[src/rtl/multicycle_control_fsm.sv]
// multicycle_control_fsm
//   Control sequencer for the multicycle MIPS datapath. One state per cycle
//   walks each instruction through fetch / decode / execute / memory /
//   write-back. It drives every mux select and write enable of the shared
//   datapath. Memory accesses in FETCH, MEMRD and MEMWR stall on mem_ready.
// Ports
//   clk, rst          : clock, synchronous active-high reset
//   opcode            : IR[31:26], looked at only in DECODE and MEMADR
//   mem_ready         : memory finishes the current access this cycle
//   PCWrite..PCSource : datapath controls (combinational from state)
//   illegal_op        : one-cycle pulse in DECODE on an unknown opcode
//   state             : current state code, for debug
module multicycle_control_fsm (
  input  logic       clk,
  input  logic       rst,
  input  logic [5:0] opcode,
  input  logic       mem_ready,
  output logic       PCWrite,
  output logic       Branch,
  output logic       IorD,
  output logic       MemRead,
  output logic       MemWrite,
  output logic       IRWrite,
  output logic       MemtoReg,
  output logic       RegDst,
  output logic       RegWrite,
  output logic       ALUSrcA,
  output logic [1:0] ALUSrcB,
  output logic [1:0] ALUOp,
  output logic [1:0] PCSource,
  output logic       illegal_op,
  output logic [3:0] state
);

  localparam logic [5:0] OP_R    = 6'b000000;
  localparam logic [5:0] OP_LW   = 6'b100011;
  localparam logic [5:0] OP_SW   = 6'b101011;
  localparam logic [5:0] OP_BEQ  = 6'b000100;
  localparam logic [5:0] OP_ADDI = 6'b001000;
  localparam logic [5:0] OP_J    = 6'b000010;

  typedef enum logic [3:0] {
    FETCH   = 4'd0,
    DECODE  = 4'd1,
    MEMADR  = 4'd2,
    MEMRD   = 4'd3,
    MEMWB   = 4'd4,
    MEMWR   = 4'd5,
    EXECUTE = 4'd6,
    ALUWB   = 4'd7,
    BRANCH  = 4'd8,
    JUMP    = 4'd9,
    ADDIEX  = 4'd10,
    ADDIWB  = 4'd11
  } state_e;

  state_e state_q, state_d;
  state_e dec_s;

  always_ff @(posedge clk) begin
    if (rst) state_q <= FETCH;
    else     state_q <= state_d;
  end

  assign state = state_q;

  always_comb begin
    // During reset the selects show FETCH values whatever state_q holds;
    // the enables are masked below.
    dec_s      = rst ? FETCH : state_q;
    state_d    = FETCH;
    PCWrite    = 1'b0;
    Branch     = 1'b0;
    IorD       = 1'b0;
    MemRead    = 1'b0;
    MemWrite   = 1'b0;
    IRWrite    = 1'b0;
    MemtoReg   = 1'b0;
    RegDst     = 1'b0;
    RegWrite   = 1'b0;
    ALUSrcA    = 1'b0;
    ALUSrcB    = 2'b00;
    ALUOp      = 2'b00;
    PCSource   = 2'b00;
    illegal_op = 1'b0;
    case (dec_s)
      FETCH: begin
        MemRead = 1'b1;
        ALUSrcB = 2'b01;
        // IR and PC only load when the fetch actually completes.
        IRWrite = mem_ready;
        PCWrite = mem_ready;
        state_d = mem_ready ? DECODE : FETCH;
      end
      DECODE: begin
        ALUSrcB = 2'b11;
        case (opcode)
          OP_LW, OP_SW: state_d = MEMADR;
          OP_R:         state_d = EXECUTE;
          OP_BEQ:       state_d = BRANCH;
          OP_J:         state_d = JUMP;
          OP_ADDI:      state_d = ADDIEX;
          default: begin
            state_d    = FETCH;
            illegal_op = 1'b1;
          end
        endcase
      end
      MEMADR: begin
        ALUSrcA = 1'b1;
        ALUSrcB = 2'b10;
        state_d = (opcode == OP_LW) ? MEMRD : MEMWR;
      end
      MEMRD: begin
        MemRead = 1'b1;
        IorD    = 1'b1;
        state_d = mem_ready ? MEMWB : MEMRD;
      end
      MEMWB: begin
        MemtoReg = 1'b1;
        RegWrite = 1'b1;
        state_d  = FETCH;
      end
      MEMWR: begin
        MemWrite = 1'b1;
        IorD     = 1'b1;
        state_d  = mem_ready ? FETCH : MEMWR;
      end
      EXECUTE: begin
        ALUSrcA = 1'b1;
        ALUOp   = 2'b10;
        state_d = ALUWB;
      end
      ALUWB: begin
        RegDst   = 1'b1;
        RegWrite = 1'b1;
        state_d  = FETCH;
      end
      BRANCH: begin
        ALUSrcA  = 1'b1;
        ALUOp    = 2'b01;
        PCSource = 2'b01;
        Branch   = 1'b1;
        state_d  = FETCH;
      end
      JUMP: begin
        PCSource = 2'b10;
        PCWrite  = 1'b1;
        state_d  = FETCH;
      end
      ADDIEX: begin
        ALUSrcA = 1'b1;
        ALUSrcB = 2'b10;
        state_d = ADDIWB;
      end
      ADDIWB: begin
        RegWrite = 1'b1;
        state_d  = FETCH;
      end
      default: state_d = FETCH;  // codes 12-15: everything low
    endcase
    // Reset aborts with no write enable asserted in that cycle.
    if (rst) begin
      PCWrite    = 1'b0;
      Branch     = 1'b0;
      MemRead    = 1'b0;
      MemWrite   = 1'b0;
      IRWrite    = 1'b0;
      RegWrite   = 1'b0;
      illegal_op = 1'b0;
    end
  end

endmodule
[config.mk]
export PLATFORM = sky130hd
export DESIGN_NAME = multicycle_control_fsm
export DESIGN_NICKNAME = d
export VERILOG_FILES = /design/src/rtl/multicycle_control_fsm.sv
export SDC_FILE = /design/constraint.sdc
export NUM_CORES = 1
export LEC_CHECK = 0
export ABC_CLOCK_PERIOD_IN_PS = 2500
export CORE_UTILIZATION = 40
export CTS_CLUSTER_DIAMETER = 50
export CTS_CLUSTER_SIZE = 30
export DETAILED_ROUTE_END_ITERATION = 6
export GPL_TIMING_DRIVEN = 0
export PLACE_DENSITY_LB_ADDON = 0.08
export SLEW_MARGIN = 10
export SYNTH_ARGS = -nofsm -noshare
export SYNTH_HDL_FRONTEND = slang
export SYNTH_SLANG_ARGS = --single-unit
[constraint.sdc]
create_clock -name clk -period 2.5 [get_ports clk]
set_clock_uncertainty 0.1 [all_clocks]
set_input_delay 0.375 -clock clk [delete_from_list [all_inputs] [get_ports clk]]
set_output_delay 0.375 -clock clk [all_outputs]
set_load 0.02 [all_outputs]
==> impl_metrics.json, run 1 <==
{
  "status": "finished, final reports clean",
  "synth_cells": 84,
  "cts_resized": 15,
  "vdd_drop_max_uv": 136,
  "cts_tree": "yes",
  "vias_per_cell": 5.88,
  "rows": 12,
  "drive_gt1_share_pct": 14.9,
  "synth_nets": 93,
  "grt-ovfl-total": 0,
  "wl_met2_um": 789,
  "cts_setup_buffers": 0,
  "place_area_um2": 847,
  "finalPower_mw": 0.215,
  "dp_cells": 127,
  "max_freq_ghz": 0.423,
  "crit_fanout": 10,
  "synthToLayoutAreaGrowth_pct": 60.5,
  "synth_top_cell_by_area": "dfxtp_1",
  "max_stage_delay_ps": 600,
  "worst_setup_path_start_kind": "flop",
  "yosysMostFrequentCell": "nor2_1",
  "rsz0062_at_grt": "no",
  "synth_top_cell_area_share_pct": 14.9,
  "clock_path_buffers": 2,
  "async_flop_share_pct": 0,
  "vias": 753,
  "synthAdderAreaFrac_pct": 0,
  "synth-seq-cells": 4,
  "min_path_type": "input pin to flop",
  "p_per_area_nw_per_um2": 249,
  "cp-end-kind": "primary output",
  "die_area_um2": 1500,
  "final_cell_area_um2": 863,
  "hpwl_um": 1240,
  "ys_warn_count": 0,
  "synth_edf_count": 0,
  "htreeDepth": 1,
  "grt.total_usage_pct": 23.3,
  "dr.pass1.iters": 4,
  "grt_max_degree": 11,
  "synthFlopType": "dfxtp_1",
  "maxCapViolations": 0,
  "synth-xor-area-share_pct": 3.26,
  "place_congestion": 0.878,
  "crit_chain": "buf_2, clkbuf_2, xor2_1, and3_1, clkdlybuf4s50_1",
  "syn_area_um2": 538,
  "synth_area_leaders": "dfxtp_1, nor2_1, nor3_1",
  "yosys-top-cells-count": "nor2_1, nor3_1, clkbuf_1, o21ai_0",
  "p_leak_nw": 0.354,
  "critical_path_class": "flop to primary output",
  "wl_met1_um": 734,
  "tightestPinTransition_ps": 369,
  "grt_pass1_wl_um": 2550,
  "io_pins": 30,
  "wl_met3_um": 108,
  "reg2reg_setup_slack_ps": 840,
  "synth_cell_types": 34,
  "dr.first_iter.drc_count": 26,
  "largest_register_ff_count": 4,
  "r2r_cells": 5,
  "hold-path-cell-count": 2,
  "ys_seq_area_share_pct": 14.9,
  "synth_top_family_by_area": "simple AND/OR/NAND/NOR gates",
  "post_drt_wl_per_cell_um": 12.8,
  "max_slew_margin_pct": 74.8,
  "slowest_stage": "clkdlybuf4s50_1",
  "cts_sinks": 4,
  "clk_latency_ps": 220,
  "final_nets": 125,
  "syn_avg_cell_area_um2": 6.40,
  "fin_crit_sh_pct": 94.6,
  "drc": 0,
  "initial_core_util_pct": 45.9,
  "synth.mux.area_fraction_pct": 1.86,
  "hold_violations": 0,
  "cts_buffers": 3,
  "min_from": "rst",
  "clkTransAtPathRegs_ps": 40,
  "hold_path_end": "state[0]$_SDFF_PP0_",
  "antenna_cells": 0,
  "hold_buffers": 0,
  "die_h_um": 38.7,
  "crit_required_ps": 2030,
  "yosys.area_share.simple_pct": 42.6,
  "maxSlewViolCount": 0,
  "final_util_pct": 73.7,
  "portBuffers": 29,
  "synth_compound_area_share_pct": 28.8,
  "antenna_found_initial": 0,
  "instances_no_fill": 128,
  "reg2reg_to": "state[0]$_SDFF_PP0_",
  "arrival_ps": 1890,
  "final_antenna_net_count": 0,
  "core_um2": 1170,
  "fp.dieW_um": 38.7,
  "tns_ps": 0,
  "cts_root_buffer": "clkbuf_4",
  "highest-signal-layer": "met3",
  "fin_crit_ps": 2360,
  "grt_pass1_vias": 598,
  "routed_wl_um": 1630,
  "setup_viol": 0,
  "worst_r2r_startpoint": "state[3]$_SDFF_PP0_"
}
-- logic make-up after synthesis --
kind of cell	after synthesis
AND/OR/NAND/NOR	44
AO/OA/AOI/OAI	22
buffers and inverters	11
multiplexers	1
XOR/XNOR	2
flip-flops	4
-- worst max-delay path, delay by kind of cell, from the launching register on --
family / cells / cell delay [ps]
buf+inv: 3 / 1020
flops: 1 / 320
simple gates: 1 / 170
xor+xnor: 1 / 160
-- power breakdown --
part / total (mW) / internal (mW) / switching (mW) / leakage [nW]
combinational: 0.0711 / 0.0320 / 0.0390 / 0.307
clock: 0.0746 / 0.0533 / 0.0213 / 0.0138
sequential: 0.0694 / 0.0659 / 0.00352 / 0.0333
total: 0.215 / 0.151 / 0.0638 / 0.354
-- area by class of cell --
type | count | area (um2)
Buffer | 7 | 35.0
Clock buffer | 3 | 22.5
Fill cell | 110 | 308
Inverter | 2 | 7.51
Multi-Input combinational cell | 69 | 424
Sequential cell | 4 | 82.6
Tap cell | 14 | 17.5
Timing Repair Buffer | 29 | 274
-- stage by stage --
step,hold WS (ps),setup slack [ps]
global placement,655,-465
floorplan,347,74.9
CTS,503,9.11
finish,514,135
detailed placement,662,-446
global route,528,29.9
-- worst max-delay path by stage --
stage | from | endpoint
floorplan | state[2]$_SDFF_PP0_ | PCWrite
global placement | rst | PCWrite
detailed placement | rst | PCWrite
CTS | state[2]$_SDFF_PP0_ | IorD
global route | state[1]$_SDFF_PP0_ | RegWrite
finish | state[2]$_SDFF_PP0_ | IorD
-- routing by layer --
| layer | vias up | GRT usage [%] |
|---|---|---|
| li1 | 369 | - |
| met1 | 344 | 32.2 |
| met2 | 40 | 39.2 |
| met3 | 0 | 2.31 |
| met4 | 0 | 3.45 |
| met5 | - | 0 |
-- cell usage in the layout, fill, tap and decap left out, types with 2 or more instances in the layout --
cell type and instances:
a21oi_1 3, buf_2 4, clkbuf_2 4, clkbuf_4 3, clkdlybuf4s50_1 18, dfxtp_1 2
dfxtp_2 2, dlygate4sd2_1 9, inv_1 2, nand2_1 4, nand2b_1 3, nand3_1 3
nand4b_1 2, nor2_1 14, nor2b_1 2, nor3_1 6, o21ai_0 5, o31ai_1 2
or3_1 2, xor2_1 2
(Power assumes the default switching activity.)
==> run 2, diff against run 1 <==
CELL_PAD_IN_SITES_DETAIL_PLACEMENT = 2   (was not set)
CELL_PAD_IN_SITES_GLOBAL_PLACEMENT = 2   (was not set)
CORE_UTILIZATION = 19   (was 40)
==> impl_metrics.json, run 2 (same netlist as run 1, synthesis figures left out) <==
{
  "drc": 0,
  "antenna_cells": 0,
  "final_antenna_net_count": 0,
  "dr.pass1.iters": 3,
  "hold_violations": 0,
  "place_congestion": 0.738,
  "p_leak_nw": 0.431,
  "critPathLaunch": "rst",
  "fin_crit_ps": 2410,
  "vdd_drop_max_uv": 216,
  "antenna_found_initial": 0,
  "post-place-ws_ps": -646,
  "max_freq_ghz": 0.415,
  "tightestPinTransition_ps": 449,
  "grt_pass1_vias": 797,
  "max_slew_margin_pct": 69.3,
  "status": "finished, final reports clean",
  "crit_fanout": 7,
  "core_um2": 2570,
  "io_pins": 30,
  "whs_ps": 518,
  "arrival_ps": 1930,
  "reg2reg_setup_slack_ps": 780,
  "fin_crit_sh_pct": 96.3,
  "portBuffers": 29,
  "hold_path_end": "state[0]$_SDFF_PP0_",
  "setup_viol": 0,
  "final_nets": 125,
  "highest-signal-layer": "met4",
  "initial_core_util_pct": 21.0,
  "rows": 18,
  "r2r_cells": 5,
  "crit_required_ps": 2030,
  "power.internal_mw": 0.152,
  "timing.final.ws_setup_ps": 91.5,
  "wl_met2_um": 1100,
  "die_area_um2": 3050,
  "tns_ps": 0,
  "grt.total_usage_pct": 16.8,
  "hold-path-cell-count": 2,
  "min_from": "rst",
  "clkTransAtPathRegs_ps": 40,
  "cts_sinks": 4,
  "combPwrFrac_pct": 32.1,
  "clock_path_buffers": 2,
  "hpwl_um": 1780,
  "dr.first_iter.drc_count": 8,
  "seq_power_share_pct": 30.2,
  "clk_latency_ps": 250,
  "clkPwrFrac_pct": 37.7,
  "cts_root_buffer": "clkbuf_4",
  "reg2reg_to": "state[0]$_SDFF_PP0_",
  "layout_commonest_cell": "clkdlybuf4s50_1",
  "wl_met1_um": 1180,
  "largest_register_ff_count": 4,
  "maxSlewViolCount": 0,
  "rsz0062_at_grt": "no",
  "routed_wl_um": 2400,
  "cp-end-kind": "primary output",
  "vias_per_cell": 5.24,
  "grt_pass1_wl_um": 4150,
  "die_h_um": 55.2,
  "cts_tree": "yes",
  "layout_common_cells": "clkdlybuf4s50_1, nor2_1, nor3_1, dlygate4sd2_1",
  "min_path_type": "input pin to flop",
  "critical_path_class": "input pin to primary output",
  "post_drt_wl_per_cell_um": 16.7,
  "cts_buffers": 3,
  "wl_met3_um": 90,
  "swShare_pct": 34.3,
  "htreeDepth": 1,
  "grt_max_degree": 11,
  "vias": 754,
  "synthToLayoutAreaGrowth_pct": 68.8,
  "hold_buffers": 0,
  "p_per_area_nw_per_um2": 255,
  "worst_setup_path_start_kind": "input pin",
  "drive_gt1_share_pct": 14.9,
  "maxCapViolations": 0,
  "grt-ovfl-total": 0,
  "p_switching_mw": 0.0794,
  "fp.dieW_um": 55.2,
  "worst_r2r_startpoint": "state[3]$_SDFF_PP0_"
}
==> run 2: worst max-delay path: stages <==
cell           delay (ps)
dlygate4sd2_1         320
or3_1                 360
buf_2                 180
nor4_4                200
or2_2                 160
dlygate4sd2_1         330
==> run 2: final cells by class <==
type,instances,area [um2]
Fill cell,317,1660
Multi-Input combinational cell,69,433
Timing Repair Buffer,29,290
Sequential cell,4,82.6
Tap cell,30,37.5
Buffer,7,35.0
Clock buffer,3,22.5
Inverter,2,7.51
==> run 2: power groups by stage <==
| stage | clock network [mW] | registers, mW | logic, mW |
|---|---|---|---|
| floorplan | 0 | 0.0690 | 0.0373 |
| global placement | 0 | 0.0673 | 0.0781 |
| detailed placement | 0 | 0.0673 | 0.0794 |
| CTS | 0.0907 | 0.0698 | 0.0761 |
| global route | 0.0960 | 0.0701 | 0.0814 |
| finish | 0.0874 | 0.0699 | 0.0745 |
==> run 2: how the worst max path moves through the flow <==
stage	endpoint	slack [ps]	cells past startpoint
final	PCWrite	90	6
after global routing	PCWrite	10	6
after CTS	RegWrite	20	5
after detailed placement	PCWrite	-650	6
after global placement	PCWrite	-590	6
after floorplan	PCWrite	70	5
==> run 2: repair_timing <==
action | 4_1_cts | 5_1_grt
setup buffers | 0 | 0
setup endpoints to repair | 16 | 6
pin swaps | 0 | 0
gates resized for setup | 16 | 7
==> run 2: through the flow <==
| stage | cell area [um2] | power (mW) | util (%) | instances |
|---|---|---|---|---|
| 2_1_floorplan | 539 | 0.106 | - | 84 |
| 3_3_place_gp | 867 | 0.145 | 33.8 | 143 |
| 3_5_place_dp | 867 | 0.147 | 33.8 | 143 |
| 4_1_cts | 901 | 0.237 | 35.1 | 144 |
| 5_1_grt | 908 | 0.248 | 35.4 | 144 |
| 6_report | 908 | 0.232 | 35.4 | 144 |
==> run 2: routing by layer <==
metal	GRT usage, %	vias up
li1	-	375
met1	23.4	356
met2	26.3	20
met3	2.81	3
met4	5.36	0
met5	0	-
==> run 3, diff against run 2 <==
CELL_PAD_IN_SITES_DETAIL_PLACEMENT = 1   (was 2)
CELL_PAD_IN_SITES_GLOBAL_PLACEMENT = 1   (was 2)
CORE_MARGIN = 2   (was not set)
CORE_UTILIZATION = 26   (was 19)
==> impl_metrics.json, run 3 (same netlist as run 1, synthesis figures left out) <==
{
  "grt.total_usage_pct": 17.9,
  "tightestPinTransition_ps": 413,
  "grt-ovfl-total": 0,
  "place_congestion": 0.824,
  "critical_path_class": "flop to primary output",
  "portBuffers": 29,
  "cts_sinks": 4,
  "min_from": "rst",
  "dp_cells": 140,
  "cp-end-kind": "primary output",
  "setup_viol": 0,
  "hold-path-cell-count": 2,
  "vias_per_cell": 5.33,
  "grt_pass1_wl_um": 3390,
  "dr.pass1.iters": 4,
  "p_leak_nw": 0.392,
  "clkPwrFrac_pct": 35.9,
  "cts_tree": "yes",
  "dr.first_iter.drc_count": 5,
  "antenna_found_initial": 0,
  "clk_latency_ps": 240,
  "initial_core_util_pct": 27.4,
  "crit_fanout": 10,
  "clock_path_buffers": 2,
  "p_switching_mw": 0.0695,
  "fp.dieW_um": 49.5,
  "maxCapViolations": 0,
  "final_nets": 125,
  "instances_no_fill": 141,
  "maxSlewViolCount": 0,
  "max_freq_ghz": 0.413,
  "critPathLaunch": "state[2]$_SDFF_PP0_",
  "die_area_um2": 2450,
  "routed_wl_um": 1990,
  "post_drt_wl_per_cell_um": 14.1,
  "hold_buffers": 0,
  "worst_setup_path_start_kind": "flop",
  "drive_gt1_share_pct": 14.9,
  "synthToLayoutAreaGrowth_pct": 64.4,
  "grt_max_degree": 11,
  "cts_setup_buffers": 0,
  "fin_crit_ps": 2420,
  "finalPower_mw": 0.221,
  "layout_common_cells": "clkdlybuf4s50_1, nor2_1, dlygate4sd2_1, nor3_1, o21ai_0",
  "layout_commonest_cell": "clkdlybuf4s50_1",
  "largest_register_ff_count": 4,
  "grt_pass1_vias": 724,
  "fin_crit_sh_pct": 96.9,
  "arrival_ps": 1950,
  "worst_r2r_startpoint": "state[3]$_SDFF_PP0_",
  "r2r_cells": 5,
  "reg2reg_setup_slack_ps": 820,
  "final_antenna_net_count": 0,
  "crit_required_ps": 2030,
  "power.internal_mw": 0.152,
  "seq_power_share_pct": 31.5,
  "p_per_area_nw_per_um2": 250,
  "combPwrFrac_pct": 32.6,
  "max_slew_margin_pct": 71.7,
  "core_um2": 1960,
  "status": "finished, final reports clean",
  "rows": 16,
  "cts_buffers": 3,
  "reg2reg_to": "state[0]$_SDFF_PP0_",
  "antenna_cells": 0,
  "hold_path_end": "state[0]$_SDFF_PP0_",
  "swShare_pct": 31.4,
  "htreeDepth": 1,
  "rsz0062_at_grt": "no",
  "cts_root_buffer": "clkbuf_4",
  "vdd_drop_max_uv": 211,
  "hpwl_um": 1570,
  "clkTransAtPathRegs_ps": 40,
  "io_pins": 30,
  "min_path_type": "input pin to flop",
  "hold_violations": 0,
  "vias": 752,
  "drc": 0,
  "die_h_um": 49.5
}
-- run 3: area by class of cell --
cell class / instances / area, um2
Fill cell: 268 / 1080
Multi-Input combinational cell: 69 / 424
Timing Repair Buffer: 29 / 279
Sequential cell: 4 / 82.6
Buffer: 7 / 35.0
Tap cell: 27 / 33.8
Clock buffer: 3 / 22.5
Inverter: 2 / 7.51
-- run 3: worst max-delay path by stage --
stage               end  slack, ps
2_1_floorplan   PCWrite         70
3_3_place_gp    PCWrite       -480
3_5_place_dp    PCWrite       -480
4_1_cts        RegWrite         30
5_1_grt            IorD          4
6_report           IorD         80
-- run 3: power by group through the flow --
stage / clock [mW] / combinational [mW] / sequential, mW
2_1_floorplan: 0 / 0.0373 / 0.0690
3_3_place_gp: 0 / 0.0769 / 0.0672
3_5_place_dp: 0 / 0.0783 / 0.0673
4_1_cts: 0.0825 / 0.0732 / 0.0695
5_1_grt: 0.0894 / 0.0791 / 0.0699
6_report: 0.0794 / 0.0721 / 0.0695
-- run 3: stage by stage --
| step | setup slack [ps] | hold slack, ps | util (%) | cell area (um2) | TNS [ps] |
|---|---|---|---|---|---|
| floorplan | 74.9 | 347 | - | 539 | 0 |
| global placement | -477 | 676 | 44.0 | 863 | -1690 |
| detailed placement | -479 | 688 | 44.0 | 863 | -1750 |
| CTS | 33.2 | 495 | 45.0 | 883 | 0 |
| global route | 4.21 | 530 | 45.1 | 885 | 0 |
| finish | 77.6 | 502 | 45.1 | 885 | 0 |
-- run 3: timing repair --
action	4_1_cts	5_1_grt
setup endpoints to repair	16	4
gates resized for setup	19	5
hold endpoints to repair	0	0
gates cloned	0	0
pin swaps	0	0
-- run 3: critical path, cell delays in order (launching register included) --
cell             delay (ps)
dfxtp_1                 310
buf_2                   180
clkbuf_2                250
xor2_1                  190
and3_1                  180
clkdlybuf4s50_1         610
-- run 3: routing by layer --
| metal | vias to the layer above | share of wire (%) | global-route usage (%) |
|---|---|---|---|
| met5 | - | 0 | 0 |
| met1 | 359 | 44 | 22.1 |
| met4 | 0 | 1.3 | 5.56 |
| met2 | 19 | 51 | 30.2 |
| met3 | 5 | 4.0 | 4.85 |
| li1 | 369 | - | - |
